<file path="src/rtl/cpu_io_tx.sv">
// cpu_io_tx: captures execute-stage result words into a small FIFO and
// serializes each word little-endian, byte by byte, on an 8N1 UART line.
// Optional build macro IO_TX_FRAME_EN wraps every word as
// sync byte 8'hA5, WIDTH/8 data bytes, then an XOR checksum of the data bytes.
module cpu_io_tx #(
  parameter int unsigned WIDTH        = 32,
  parameter int unsigned DEPTH        = 8,
  parameter int unsigned CLKS_PER_BIT = 434
) (
  input  logic                     clock,
  input  logic                     reset,
  input  logic                     outFlagIOE,
  input  logic [WIDTH-1:0]         out,
  output logic                     tx,
  output logic                     busy,
  output logic                     full,
  output logic                     overflow,
  output logic [$clog2(DEPTH):0]   count
);

  localparam int unsigned NumBytes = WIDTH / 8;
  localparam int unsigned PtrW     = $clog2(DEPTH);
  localparam int unsigned OccW     = PtrW + 1;
  localparam int unsigned CntW     = (CLKS_PER_BIT > 1) ? $clog2(CLKS_PER_BIT) : 1;
  localparam int unsigned ByteW    = (NumBytes > 1) ? $clog2(NumBytes) : 1;

  localparam logic [CntW-1:0]  BaudLast  = CntW'(CLKS_PER_BIT - 1);
  localparam logic [ByteW-1:0] ByteLast  = ByteW'(NumBytes - 1);
  localparam logic [OccW-1:0]  OccFull   = OccW'(DEPTH);

  localparam logic [2:0] StIdle  = 3'd0;
  localparam logic [2:0] StLoad  = 3'd1;
  localparam logic [2:0] StStart = 3'd2;
  localparam logic [2:0] StData  = 3'd3;
  localparam logic [2:0] StStop  = 3'd4;

`ifdef IO_TX_FRAME_EN
  localparam logic [1:0] PhSync = 2'd0;
  localparam logic [1:0] PhData = 2'd1;
  localparam logic [1:0] PhCsum = 2'd2;

  // XOR of all data bytes of a word; the sync byte is not part of it.
  function automatic logic [7:0] xor_bytes(input logic [WIDTH-1:0] w);
    logic [7:0] acc;
    acc = 8'h00;
    for (int i = 0; i < int'(NumBytes); i++) begin
      acc = acc ^ w[8*i +: 8];
    end
    return acc;
  endfunction
`endif

  // FIFO storage and bookkeeping
  logic [WIDTH-1:0] mem_q [DEPTH];
  logic [PtrW-1:0]  wr_ptr_q, wr_ptr_d;
  logic [PtrW-1:0]  rd_ptr_q, rd_ptr_d;
  logic [OccW-1:0]  count_q, count_d;
  logic             full_q, full_d;
  logic             overflow_q, overflow_d;
  logic             push;
  logic             pop;

  // Serializer state
  logic [2:0]       state_q, state_d;
  logic [CntW-1:0]  baud_q, baud_d;
  logic [2:0]       bit_idx_q, bit_idx_d;
  logic [ByteW-1:0] byte_idx_q, byte_idx_d;
  logic [WIDTH-1:0] sr_q, sr_d;
  logic             tx_q, tx_d;
  logic [7:0]       tx_byte_d;
  logic             baud_end;

`ifdef IO_TX_FRAME_EN
  logic [1:0]       phase_q, phase_d;
  logic [7:0]       csum_q, csum_d;
`endif

  // FIFO next state; full is judged on the pre-edge occupancy so a same-edge pop
  // never rescues a push into a full FIFO.
  always_comb begin
    push       = outFlagIOE & ~full_q;
    wr_ptr_d   = push ? wr_ptr_q + PtrW'(1) : wr_ptr_q;
    rd_ptr_d   = pop ? rd_ptr_q + PtrW'(1) : rd_ptr_q;
    count_d    = count_q + OccW'(push) - OccW'(pop);
    full_d     = (count_d == OccFull);
    overflow_d = overflow_q | (outFlagIOE & full_q);
  end

  // Serializer FSM: next state, baud/bit/byte counters and shift register.
  always_comb begin
    state_d    = state_q;
    baud_d     = baud_q;
    bit_idx_d  = bit_idx_q;
    byte_idx_d = byte_idx_q;
    sr_d       = sr_q;
    pop        = 1'b0;
    baud_end   = (baud_q == BaudLast);
`ifdef IO_TX_FRAME_EN
    phase_d    = phase_q;
    csum_d     = csum_q;
`endif
    case (state_q)
      StIdle: begin
        if (count_q != '0) state_d = StLoad;
      end
      StLoad: begin
        // Only reachable with a non-empty FIFO, so the pop is always valid.
        pop        = 1'b1;
        sr_d       = mem_q[rd_ptr_q];
        byte_idx_d = '0;
        bit_idx_d  = '0;
        baud_d     = '0;
        state_d    = StStart;
`ifdef IO_TX_FRAME_EN
        phase_d    = PhSync;
        csum_d     = xor_bytes(mem_q[rd_ptr_q]);
`endif
      end
      StStart: begin
        if (baud_end) begin
          baud_d    = '0;
          bit_idx_d = '0;
          state_d   = StData;
        end else begin
          baud_d = baud_q + CntW'(1);
        end
      end
      StData: begin
        if (baud_end) begin
          baud_d = '0;
          if (bit_idx_q == 3'd7) begin
            state_d = StStop;
          end else begin
            bit_idx_d = bit_idx_q + 3'd1;
          end
        end else begin
          baud_d = baud_q + CntW'(1);
        end
      end
      StStop: begin
        if (baud_end) begin
          baud_d = '0;
`ifdef IO_TX_FRAME_EN
          case (phase_q)
            PhSync: begin
              phase_d = PhData;
              state_d = StStart;
            end
            PhData: begin
              state_d = StStart;
              if (byte_idx_q != ByteLast) begin
                byte_idx_d = byte_idx_q + ByteW'(1);
                sr_d       = sr_q >> 8;
              end else begin
                phase_d = PhCsum;
              end
            end
            default: state_d = (count_q != '0) ? StLoad : StIdle;
          endcase
`else
          if (byte_idx_q != ByteLast) begin
            byte_idx_d = byte_idx_q + ByteW'(1);
            sr_d       = sr_q >> 8;
            state_d    = StStart;
          end else begin
            state_d = (count_q != '0) ? StLoad : StIdle;
          end
`endif
        end else begin
          baud_d = baud_q + CntW'(1);
        end
      end
      default: state_d = StIdle;
    endcase
  end

  // Line level for the next cycle, derived from next-state values so tx is a clean flop.
  always_comb begin
`ifdef IO_TX_FRAME_EN
    case (phase_d)
      PhSync:  tx_byte_d = 8'hA5;
      PhCsum:  tx_byte_d = csum_d;
      default: tx_byte_d = sr_d[7:0];
    endcase
`else
    tx_byte_d = sr_d[7:0];
`endif
    tx_d = 1'b1;
    case (state_d)
      StStart: tx_d = 1'b0;
      StData:  tx_d = tx_byte_d[bit_idx_d];
      default: tx_d = 1'b1;
    endcase
  end

  // Control and datapath registers with synchronous reset.
  always_ff @(posedge clock) begin
    if (reset) begin
      state_q    <= StIdle;
      baud_q     <= '0;
      bit_idx_q  <= '0;
      byte_idx_q <= '0;
      sr_q       <= '0;
      tx_q       <= 1'b1;
      wr_ptr_q   <= '0;
      rd_ptr_q   <= '0;
      count_q    <= '0;
      full_q     <= 1'b0;
      overflow_q <= 1'b0;
`ifdef IO_TX_FRAME_EN
      phase_q    <= PhSync;
      csum_q     <= 8'h00;
`endif
    end else begin
      state_q    <= state_d;
      baud_q     <= baud_d;
      bit_idx_q  <= bit_idx_d;
      byte_idx_q <= byte_idx_d;
      sr_q       <= sr_d;
      tx_q       <= tx_d;
      wr_ptr_q   <= wr_ptr_d;
      rd_ptr_q   <= rd_ptr_d;
      count_q    <= count_d;
      full_q     <= full_d;
      overflow_q <= overflow_d;
`ifdef IO_TX_FRAME_EN
      phase_q    <= phase_d;
      csum_q     <= csum_d;
`endif
    end
  end

  // FIFO storage write; contents need no reset because the pointers define validity.
  always_ff @(posedge clock) begin
    if (push && !reset) begin
      mem_q[wr_ptr_q] <= out;
    end
  end

  assign tx       = tx_q;
  assign busy     = (state_q != StIdle) || (count_q != '0);
  assign full     = full_q;
  assign overflow = overflow_q;
  assign count    = count_q;

endmodule

</file>
<file path="config.mk">
export PLATFORM = sky130hd
export DESIGN_NAME = cpu_io_tx
export DESIGN_NICKNAME = d
export VERILOG_FILES = /design/src/rtl/cpu_io_tx.sv
export SDC_FILE = /design/constraint.sdc
export NUM_CORES = 1
export LEC_CHECK = 0
export ABC_AREA = 1
export BUFFER_PORTS_ARGS = -buffer_cell sky130_fd_sc_hd__clkbuf_2
export CORE_UTILIZATION = 50
export CTS_BUF_LIST = sky130_fd_sc_hd__clkbuf_8
export DETAILED_ROUTE_END_ITERATION = 8
export GPL_TIMING_DRIVEN = 0
export PLACE_DENSITY_LB_ADDON = 0.08
export SYNTH_ARGS = -nofsm -noshare
export SYNTH_HDL_FRONTEND = slang
export SYNTH_SLANG_ARGS = --single-unit
</file>
<file path="constraint.sdc">
create_clock -name clock -period 11.8 [get_ports clock]
set_input_delay 2.36 -clock clock [delete_from_list [all_inputs] [get_ports clock]]
set_output_delay 2.36 -clock clock [all_outputs]
set_load 0.02 [all_outputs]
</file>
==> results of run 1 <==
[worst min-delay path by stage]
stage / endpoint / cells past startpoint / from / slack [ps]
2_1_floorplan: byte_idx_q[0]$_SDFFE_PP0P_ / 1 / byte_idx_q[0]$_SDFFE_PP0P_ / 440
3_3_place_gp: sr_q[24]$_SDFFE_PP0P_ / 2 / sr_q[24]$_SDFFE_PP0P_ / 450
3_5_place_dp: sr_q[29]$_SDFFE_PP0P_ / 2 / sr_q[29]$_SDFFE_PP0P_ / 460
4_1_cts: sr_q[29]$_SDFFE_PP0P_ / 2 / sr_q[29]$_SDFFE_PP0P_ / 470
5_1_grt: sr_q[29]$_SDFFE_PP0P_ / 2 / sr_q[29]$_SDFFE_PP0P_ / 480
6_report: sr_q[24]$_SDFFE_PP0P_ / 2 / sr_q[24]$_SDFFE_PP0P_ / 470
[cell type report]
class                   count  area, sq um
repair buffers             61        484.2
multi-input cells         699         3500
inverters                  77        289.0
fillers                  2185        10440
well taps                 330        412.9
clock inverters            35        143.9
clock buffers              58        798.3
plain buffers              64        347.8
flip-flops and latches    321         8989
[Yosys cell counts (2+ instances only)]
master	n	area share [%]
a211oi_1	2	0.11
a21oi_1	29	1.1
a221oi_1	12	0.80
a31oi_1	8	0.38
buf_1	3	0.086
buf_2	24	0.92
buf_4	4	0.23
buf_6	8	0.69
clkbuf_1	23	0.66
clkbuf_2	2	0.077
clkinv_1	2	0.057
dfxtp_1	65	10
edfxtp_1	256	59
ha_1	11	1.1
inv_1	69	2.0
inv_2	6	0.17
nand2_1	176	5.1
nand2_2	5	0.24
nand2_4	3	0.26
nand3_1	63	2.4
nand3_2	5	0.38
nand4_1	7	0.33
nor2_1	176	5.1
nor3_1	10	0.38
o211ai_1	6	0.34
o21ai_0	118	4.5
o21ai_1	7	0.27
o221ai_1	21	1.4
o22ai_1	27	1.3
xnor2_1	2	0.13
[state kept, by name (all words and copies together) (netlist names), named ones only]
name,count
bit_idx_q,3
rd_ptr_q,3
full,1
byte_idx_q,2
baud_q,9
state_q,3
mem_q,256
sr_q,32
count,4
overflow,1
tx,1
wr_ptr_q,3
[power by group through the flow]
stage	clock network, W	registers (W)	logic, W
5_1_grt	0.000933	0.00134	0.000780
2_1_floorplan	0	0.00136	0.000452
3_3_place_gp	0	0.00136	0.000684
3_5_place_dp	0	0.00136	0.000704
4_1_cts	0.000885	0.00134	0.000706
6_report	0.000873	0.00134	0.000707
[cell families after synthesis]
family,after synthesis,share of synthesized area [%]
flip-flops,321,68.75
buffers and inverters,141,4.871
AO/OA/AOI/OAI,233,10.47
adder cells (fa/ha/maj),12,1.206
AND/OR/NAND/NOR,452,14.57
XOR/XNOR,2,0.1340
[metrics by stage]
| step | util [%] | cells | area, sq um | worst slack (ps) |
|---|---|---|---|---|
| after floorplan | - | 1161 | 13080 | 6355 |
| after global placement | 53.91 | 1532 | 13690 | 3566 |
| after detailed placement | 55.21 | 1552 | 14020 | 7236 |
| after CTS | 58.92 | 1645 | 14960 | 7835 |
| after global routing | 58.92 | 1645 | 14960 | 7731 |
| final | 58.92 | 1645 | 14960 | 7876 |
[worst register-to-register path, delay by kind of cell, from the launching register on]
family	cells	cell delay, ps
DFF	1	450
xor gates and xnor gates	1	140
adders and majority gates	3	780
buffers and inverters	6	960
and+or+nand+nor	3	420
[layout by cell type (no fill, tap or decap), types with 29 or more instances in the layout]
| master | synthesis | layout |
|---|---|---|
| a21oi_1 | 29 | 29 |
| clkbuf_2 | 2 | 43 |
| clkbuf_8 | 0 | 58 |
| dfxtp_1 | 65 | 65 |
| edfxtp_1 | 256 | 256 |
| inv_1 | 69 | 91 |
| nand2_1 | 176 | 176 |
| nand3_1 | 63 | 63 |
| nor2_1 | 176 | 172 |
| o21ai_0 | 118 | 118 |
[routing by layer]
layer	vias to the layer above	wire length [um]	share of wire, %
met1	4389	14560	43
met2	340	15710	47
met5	-	0	0
li1	4350	-	-
met3	75	2347	7.0
met4	0	871	2.6
==> metrics.txt, run 1 <==
fraction of registers with async set/reset=0%; Slew headroom=36.45%; Syn Nets=1208; reg2reg setup slack=8960 ps; CTS tree=done; Worst-Margin Slew=948.1 ps; Final ANT Viol Nets=0; first-pass GRT wire length=50.66 mm; clock share of power=29.9%; Pwr Density=194.9 nW/um^2; Syn Area/Cell=11.26 sq um; Arrival @ worst endpoint=1560 ps; Row Count=58; Critical Path Source=state_q[0]$_SDFF_PP0_; peak supply drop=0.1184 mV; CTS H-tree depth=2; Final Wtd Congestion=0.8534; Crit Path Max Fanout=5; fin nets=1323; switching share of power=32.65%; CTS Buffer Depth=3; P_int=0.001965 W; initial antenna violation count=0; GR peak layer=met2; GRT Residual Overflow=0; total wire length=33.50 mm; met1 Usage GRT=35.13%; Post-synth EDFFs=256; Tcrit/Tclk final=33.25%; post-synth cell types=41; synthesized instance count=1161; NetSw=0.0009522 W; number of cells on the critical path=5; Area growth syn-to-layout=14.45%; register area share after synthesis=68.75%; vias in the first global route=8725; crit-path leading delay family=simple AND/OR/NAND/NOR gates; Worst setup EP type=output pin; Vias=9154; Die Wd=163.7 um; Die Height=163.7 um; reg2reg path depth=13; FF-to-FF Start=state_q[0]$_SDFF_PP0_; Final Max Slew Viols=0; I/O pins=43; # DRC=0; initial core utilization=51.48%; clk_skew=18.40 ps; Slowest Stage Delay on Critical Path=370 ps; P_leak=5.555 nW; Core Region=25400 sq um; ant diodes=0; critical path buffer and inverter count=2; min-delay worst type=reg -> reg; clock-pin slew on the worst setup and hold paths=60 ps; GRT Total Usage=25.74%; RSZ-0062 raised after global routing=false; Worst Setup EP=busy; Critical Path, Cell by Cell=nor2_4 -> inv_1 -> nor2_1 -> nand2_1 -> clkbuf_2; number of DRC markers in iteration 0=846; DP HPWL=21.53 mm; reg2reg end=full$_SDFF_PP0_; clock tree root buffer cell=clkbuf_8; largest net degree at the start of global routing=22; M3 GR Usage=3.687%; Sink Count=321; PortBufs=41; slowest CP cell=dfxtp_1; Max-Cap Viols=0; prevailing post-synth register cell=edfxtp_1; worst endpoint required time=9440 ps; final hold viol count=0; status=finished, final reports clean; total power=0.002917 W; flops & latches, synth=321; Fmax achieved=254.8 MHz; GRT met2 Usage=42.10%; mapped cell area=13080 sq um; Worst-Skew Late Latency=580 ps; hold_buf cts=0; synthesis warning total=0; vias per std cell=5.565; Reg power frac=45.8%; post-cts repair resize count=0; Setup crit start kind=flop; DRT Pass-1 Iters=6; combinational share of power=24.2%; crit path kind=reg -> out; Die ar.=26800 sq um; Setup TNS Final=0 ps; Num CTS Buffers=52; drt wl/cell=20.36 um; final hold slack=468.0 ps; crit path time final=3924 ps; layout cells sized above 1=14.60%; Setup Fix Bufs, Post-CTS=0; Final setup viols=0
No activity file was read; power rests on OpenSTA's default activity.
==> run 2, diff against run 1 <==
ABC_AREA = 0   (was 1)
clock period = 3.9 ns   (was 11.8 ns; I/O delays follow)
==> metrics.txt, run 2 <==
Slowest Stage Delay on Critical Path=660 ps (+290 ps); register area share after synthesis=71.16% (+2.4 points); Worst setup EP type=flop; commonest non-fill, non-tap cells in the layout=edfxtp_1, dfxtp_1, mux4_2; Die Wd=160.9 um (-1.7%); Setup Fix Bufs, Post-CTS=0 (unchanged); initial antenna violation count=0 (unchanged); final hold slack=449.6 ps (-18.44 ps); ant diodes=0 (unchanged); final hold viol count=0 (unchanged); Vias=7068 (-23%); area leader, netlist=edfxtp_1; crit-path leading delay family=buffers and inverters; Die Height=160.9 um (-1.7%); post-cts repair resize count=0 (unchanged); Slew headroom=45.66% (+9.2 points); Post-synth EDFFs=256 (unchanged); CTS Buffer Depth=3 (unchanged); Crit Path Max Fanout=10 (+5); largest net degree at the start of global routing=20 (-9.1%); crit path time final=3318 ps; min-delay worst type=in -> reg; drt wl/cell=21.36 um (+4.9%); Final Max Slew Viols=0 (unchanged); post-synth top area share=60.86% (+2.1 points); Pwr Density=570.7 nW/um^2 (+190%); Largest register FFs=256 (unchanged); Syn Nets=797 (-34%); total wire length=26.57 mm (-21%); critical path buffer and inverter count=3 (+1); first-pass GRT wire length=41.99 mm (-17%); number of DRC markers in iteration 0=606 (-28%); worst endpoint required time=4320 ps (-5120 ps); post-synth cell types=57 (+39%); Num CTS Buffers=53 (+1.9%); I/O pins=43 (unchanged); Row Count=57 (-1.7%); most used cell along the critical path=clkbuf_1; layout cells sized above 1=25.65% (+11 points); Final Wtd Congestion=0.8398 (-1.6%); post-place setup slack=522.1 ps (-6714 ps); most frequent cells after synthesis=edfxtp_1, dfxtp_1, mux4_2, nor2_1, nand2_1; Final ANT Viol Nets=0 (unchanged); Setup crit start kind=flop; hold_buf cts=0 (unchanged); Fill cells=1923 (-12%); mapped cell area=12630 sq um (-3.4%); Synth area leaders=edfxtp_1, mux4_2, dfxtp_1; Critical Path, Cell by Cell=clkbuf_1 -> clkbuf_1 -> clkbuf_1 -> mux4_2 -> nor2b_1 -> a211oi_1 -> a311oi_1; Syn Area/Cell=16.84 sq um (+50%); DRT Pass-1 Iters=7 (+1); PortBufs=42 (+2.4%); Fmax achieved=301.3 MHz; fraction of registers with async set/reset=0% (unchanged); Tcrit/Tclk final=85.09%; initial core utilization=51.48% (about the same); Setup TNS Final=0 ps (unchanged); Die ar.=25900 sq um (-3.4%); vias in the first global route=7533 (-14%); status=finished, final reports clean; clk_skew=15.78 ps (-2.618 ps); Final setup viols=0 (unchanged); Biggest register=mem_q; GRT Residual Overflow=0 (unchanged); Arrival @ worst endpoint=3740 ps (+2180 ps); fin nets=925 (-30%); setup ws final=581.5 ps (-7294 ps); synthesis warning total=0 (unchanged); Max-Cap Viols=0 (unchanged); crit path kind=reg -> reg; synthesized instance count=750 (-35%); Area growth syn-to-layout=15.46%; DP HPWL=18.39 mm (-15%); most numerous cell in the Yosys netlist=edfxtp_1; Largest regs=mem_q x256, sr_q x32, baud_q x9; GRT Total Usage=21.68% (-4.1 points); P_leak=4.841 nW (-13%); clock tree root buffer cell=clkbuf_8; flops & latches, synth=321 (unchanged); # DRC=0 (unchanged); Worst-Skew Late Latency=560 ps (-20 ps); CTS tree=done; commonest non-fill, non-tap cell in the layout=edfxtp_1; prevailing post-synth register cell=edfxtp_1; RSZ-0062 raised after global routing=false; CTS H-tree depth=2 (unchanged); vias per std cell=5.682 (+2.1%); Final Util=59.45% (+0.53 points); Core Region=24530 sq um (-3.4%); Sink Count=321 (unchanged); peak supply drop=0.2963 mV (+150%); Worst-Margin Slew=809.0 ps (-139.2 ps); clock-pin slew on the worst setup and hold paths=60 ps (about the same); slowest CP cell=clkbuf_1
## run 2: where the power goes
group / switching (W) / internal (W)
combinational: 0.000937 / 0.000796
sequential: 0.000112 / 0.00393
clock: 0.00125 / 0.00130
total: 0.00230 / 0.00602
## run 2: final timing paths
kind	endpoint	slack [ps]	start	depth (start not counted)
max	sr_q[9]$_SDFFE_PP0P_	580	flop	7
min	count[3]$_SDFF_PP0_	450	reset	2
max reg2reg	sr_q[9]$_SDFFE_PP0P_	580	flop	7
min reg2reg	overflow$_SDFF_PP0_	470	overflow$_SDFF_PP0_	2
## run 2: cells by family (layout without fill, tap and decap cells)
| family | count (synthesis) | after routing | share of synthesized area (%) |
|---|---|---|---|
| multiplexers | 82 | 82 | 12.91 |
| XOR/XNOR | 7 | 7 | 0.4854 |
| flip-flops | 321 | 321 | 71.16 |
| adder cells (fa/ha/maj) | 12 | 12 | 1.248 |
| AO/OA/AOI/OAI | 93 | 93 | 5.349 |
| buffers and inverters | 55 | 225 | 1.773 |
| AND/OR/NAND/NOR | 180 | 180 | 7.073 |
## run 2: worst register-to-register path, stage by stage (launching register included)
cell      delay [ps]
dfxtp_1          300
clkbuf_1         450
clkbuf_1         630
clkbuf_1         660
mux4_2           410
nor2b_1          140
a211oi_1         500
a311oi_1          90
## run 2: stage by stage
step | area [sq um] | instances | total power (W)
2_1_floorplan | 12640 | 750 | 0.005341
6_report | 14580 | 1244 | 0.008322
5_1_grt | 14580 | 1244 | 0.008727
3_3_place_gp | 13260 | 1116 | 0.005775
3_5_place_dp | 13660 | 1147 | 0.005856
4_1_cts | 14580 | 1244 | 0.008413
## run 2: final cells by class
cell class	instances	area, sq um	area share, %
buffer	44	182.7	1.253
inverter	11	41.29	0.2831
sequential	321	8989	61.63
clock inverter	42	167.7	1.150
tap	324	405.4	2.780
clock buffer	55	757.0	5.190
multi-input combinational	374	3480	23.86
timing repair buffer	73	561.8	3.852
## run 2: layer usage
layer  GRT usage (%)  wire, um
met3           4.675      1492
met1           28.25     11220
met5               0         0
met4           6.947       596
met2           36.38     13270
==> run 3, diff against run 2 <==
CORE_MARGIN = 2   (was default)
GPL_ROUTABILITY_DRIVEN = 0   (was default)
REMOVE_ABC_BUFFERS = 1   (was default)
==> metrics.txt, run 3 (same netlist as run 2, synthesis figures left out) <==
status=finished, final reports clean; Worst-Margin Slew=1275 ps (+466.1 ps); min-delay worst type=in -> reg; vias in the first global route=7183 (-4.6%); layout cells sized above 1=27.34% (+1.7 points); final std cells w/o fill=1215 (-2.3%); initial antenna violation count=0 (unchanged); Critical Path, Cell by Cell=or3b_2 -> or4_2 -> and3_1 -> a2111oi_0 -> o32ai_1 -> nand3b_1 -> o311ai_1; placed cells=1118 (-2.5%); ant diodes=0 (unchanged); Worst-Skew Late Latency=570 ps (about the same); Setup Fix Bufs, Post-CTS=0 (unchanged); CTS H-tree depth=2 (unchanged); Final setup viols=0 (unchanged); CTS tree=done; drt wl/cell=20.59 um (-3.6%); final hold viol count=0 (unchanged); peak supply drop=0.3039 mV (+2.5%); Num CTS Buffers=52 (-1.9%); total power=0.008252 W (-0.85%); Cell Area, Placed=13570 sq um (-0.66%); Arrival @ worst endpoint=3970 ps (+230 ps); Area growth syn-to-layout=15.04%; Setup crit start kind=flop; Fill cells=1947 (+1.2%); P_leak=4.834 nW (-0.14%); total wire length=25.02 mm (-5.8%); DP HPWL=15.67 mm (-15%); Largest regs=mem_q x256, sr_q x32, baud_q x9; DRT Pass-1 Iters=5 (-2); GRT Total Usage=19.83% (-1.8 points); Slowest Stage Delay on Critical Path=990 ps (+330 ps); critical path buffer and inverter count=0 (-3); Crit Path Max Fanout=35 (+25); area of the multi-input gates=3472 sq um (-0.22%); first-pass GRT wire length=40.00 mm (-4.7%); Max-Cap Viols=0 (unchanged); Biggest register=mem_q; Largest register FFs=256 (unchanged); worst endpoint required time=4310 ps (about the same); clk_skew=19.07 ps (+3.286 ps); hold_buf cts=0 (unchanged); post-cts repair resize count=0 (unchanged); Tcrit/Tclk final=91.30% (+6.2 points); Reg area=8997 sq um (about the same); PortBufs=42 (unchanged); # DRC=0 (unchanged); CTS Buffer Depth=3 (unchanged); Slew headroom=15.00% (-31 points); Fmax achieved=280.8 MHz (-6.8%); slowest CP cell=or4_2; Row Count=58 (+1.8%); Final Max Slew Viols=0 (unchanged); final hold slack=467.8 ps (+18.27 ps); number of DRC markers in iteration 0=617 (+1.8%); Final ANT Viol Nets=0 (unchanged); Pwr Density=567.9 nW/um^2 (-0.48%); Core Region=24960 sq um (+1.8%); clock-pin slew on the worst setup and hold paths=60 ps (about the same); I/O pins=43 (unchanged); Vias=6937 (-1.9%); vias per std cell=5.709 (+0.49%); GRT Residual Overflow=0 (unchanged); RSZ-0062 raised after global routing=false; crit path kind=reg -> reg; fin area=14530 sq um (-0.37%); commonest non-fill, non-tap cells in the layout=edfxtp_1, mux4_2, dfxtp_1; Die ar.=26550 sq um (+2.5%); commonest non-fill, non-tap cell in the layout=edfxtp_1; Die Height=162.9 um (+1.2%); clock tree root buffer cell=clkbuf_8; crit path time final=3561 ps (+242.4 ps); largest net degree at the start of global routing=67 (+240%); Die Wd=162.9 um (+1.2%); Worst setup EP type=flop; initial core utilization=50.60% (-0.89 points); fin nets=890 (-3.8%); crit-path leading delay family=simple AND/OR/NAND/NOR gates; Sink Count=321 (unchanged)
==> run 3: changes by cell type in the layout (fill, tap and decap cells not counted), sizes merged <==
cell,previous run,this run
inv,35,37
clkbuf,125,98
buf,47,42
clkinvlp,1,0
clkinv,17,13
==> run 3: layer usage <==
| metal | routed length [um] | part of all wire [%] | GRT usage [%] | up-vias |
|---|---|---|---|---|
| met2 | 12300 | 49 | 32.84 | 189 |
| met1 | 11010 | 44 | 26.84 | 3529 |
| met5 | 0 | 0 | 0 | - |
| li1 | - | - | - | 3168 |
| met4 | 535 | 2.1 | 6.436 | 0 |
| met3 | 1171 | 4.7 | 3.641 | 51 |
==> run 3: metrics by stage <==
| step | setup WS (ps) | util (%) | TNS (ps) |
|---|---|---|---|
| after floorplan | -916.2 | - | -102740 |
| after global placement | -5145 | 52.36 | -1019760 |
| after detailed placement | 222.6 | 54.36 | 0 |
| after CTS | 200.8 | 58.12 | 0 |
| after global routing | 93.80 | 58.20 | 0 |
| final | 339.2 | 58.20 | 0 |
==> run 3: worst paths after layout <==
path	start	endpoint	slack [ps]	depth (start not counted)
worst min register to register	overflow$_SDFF_PP0_	overflow$_SDFF_PP0_	480	2
worst max register to register	state_q[2]$_SDFF_PP0_	tx$_SDFF_PP1_	340	7
worst max-delay path	state_q[2]$_SDFF_PP0_	tx$_SDFF_PP1_	340	7
worst min-delay path	outFlagIOE	overflow$_SDFF_PP0_	470	3
==> run 3: power by group <==
part           internal [W]  switching (W)
Sequential          0.00393       0.000207
Clock               0.00134        0.00124
Combinational      0.000782       0.000753
Total               0.00605        0.00220
==> run 3: worst register-to-register path, stage by stage (launching register included) <==
cell and delay, ps:
dfxtp_1 540, or3b_2 550, or4_2 990, and3_1 370, a2111oi_0 530, o32ai_1 170
nand3b_1 120, o311ai_1 140
==> run 3: area by class of cell <==
| class | instances | share of cell area (%) |
|---|---|---|
| clock buffer | 57 | 5.399 |
| timing repair buffer | 83 | 4.590 |
| clock inverter | 39 | 1.068 |
| multi-input combinational | 374 | 23.90 |
| inverter | 11 | 0.2842 |
| tap | 330 | 2.842 |
| sequential | 321 | 61.92 |
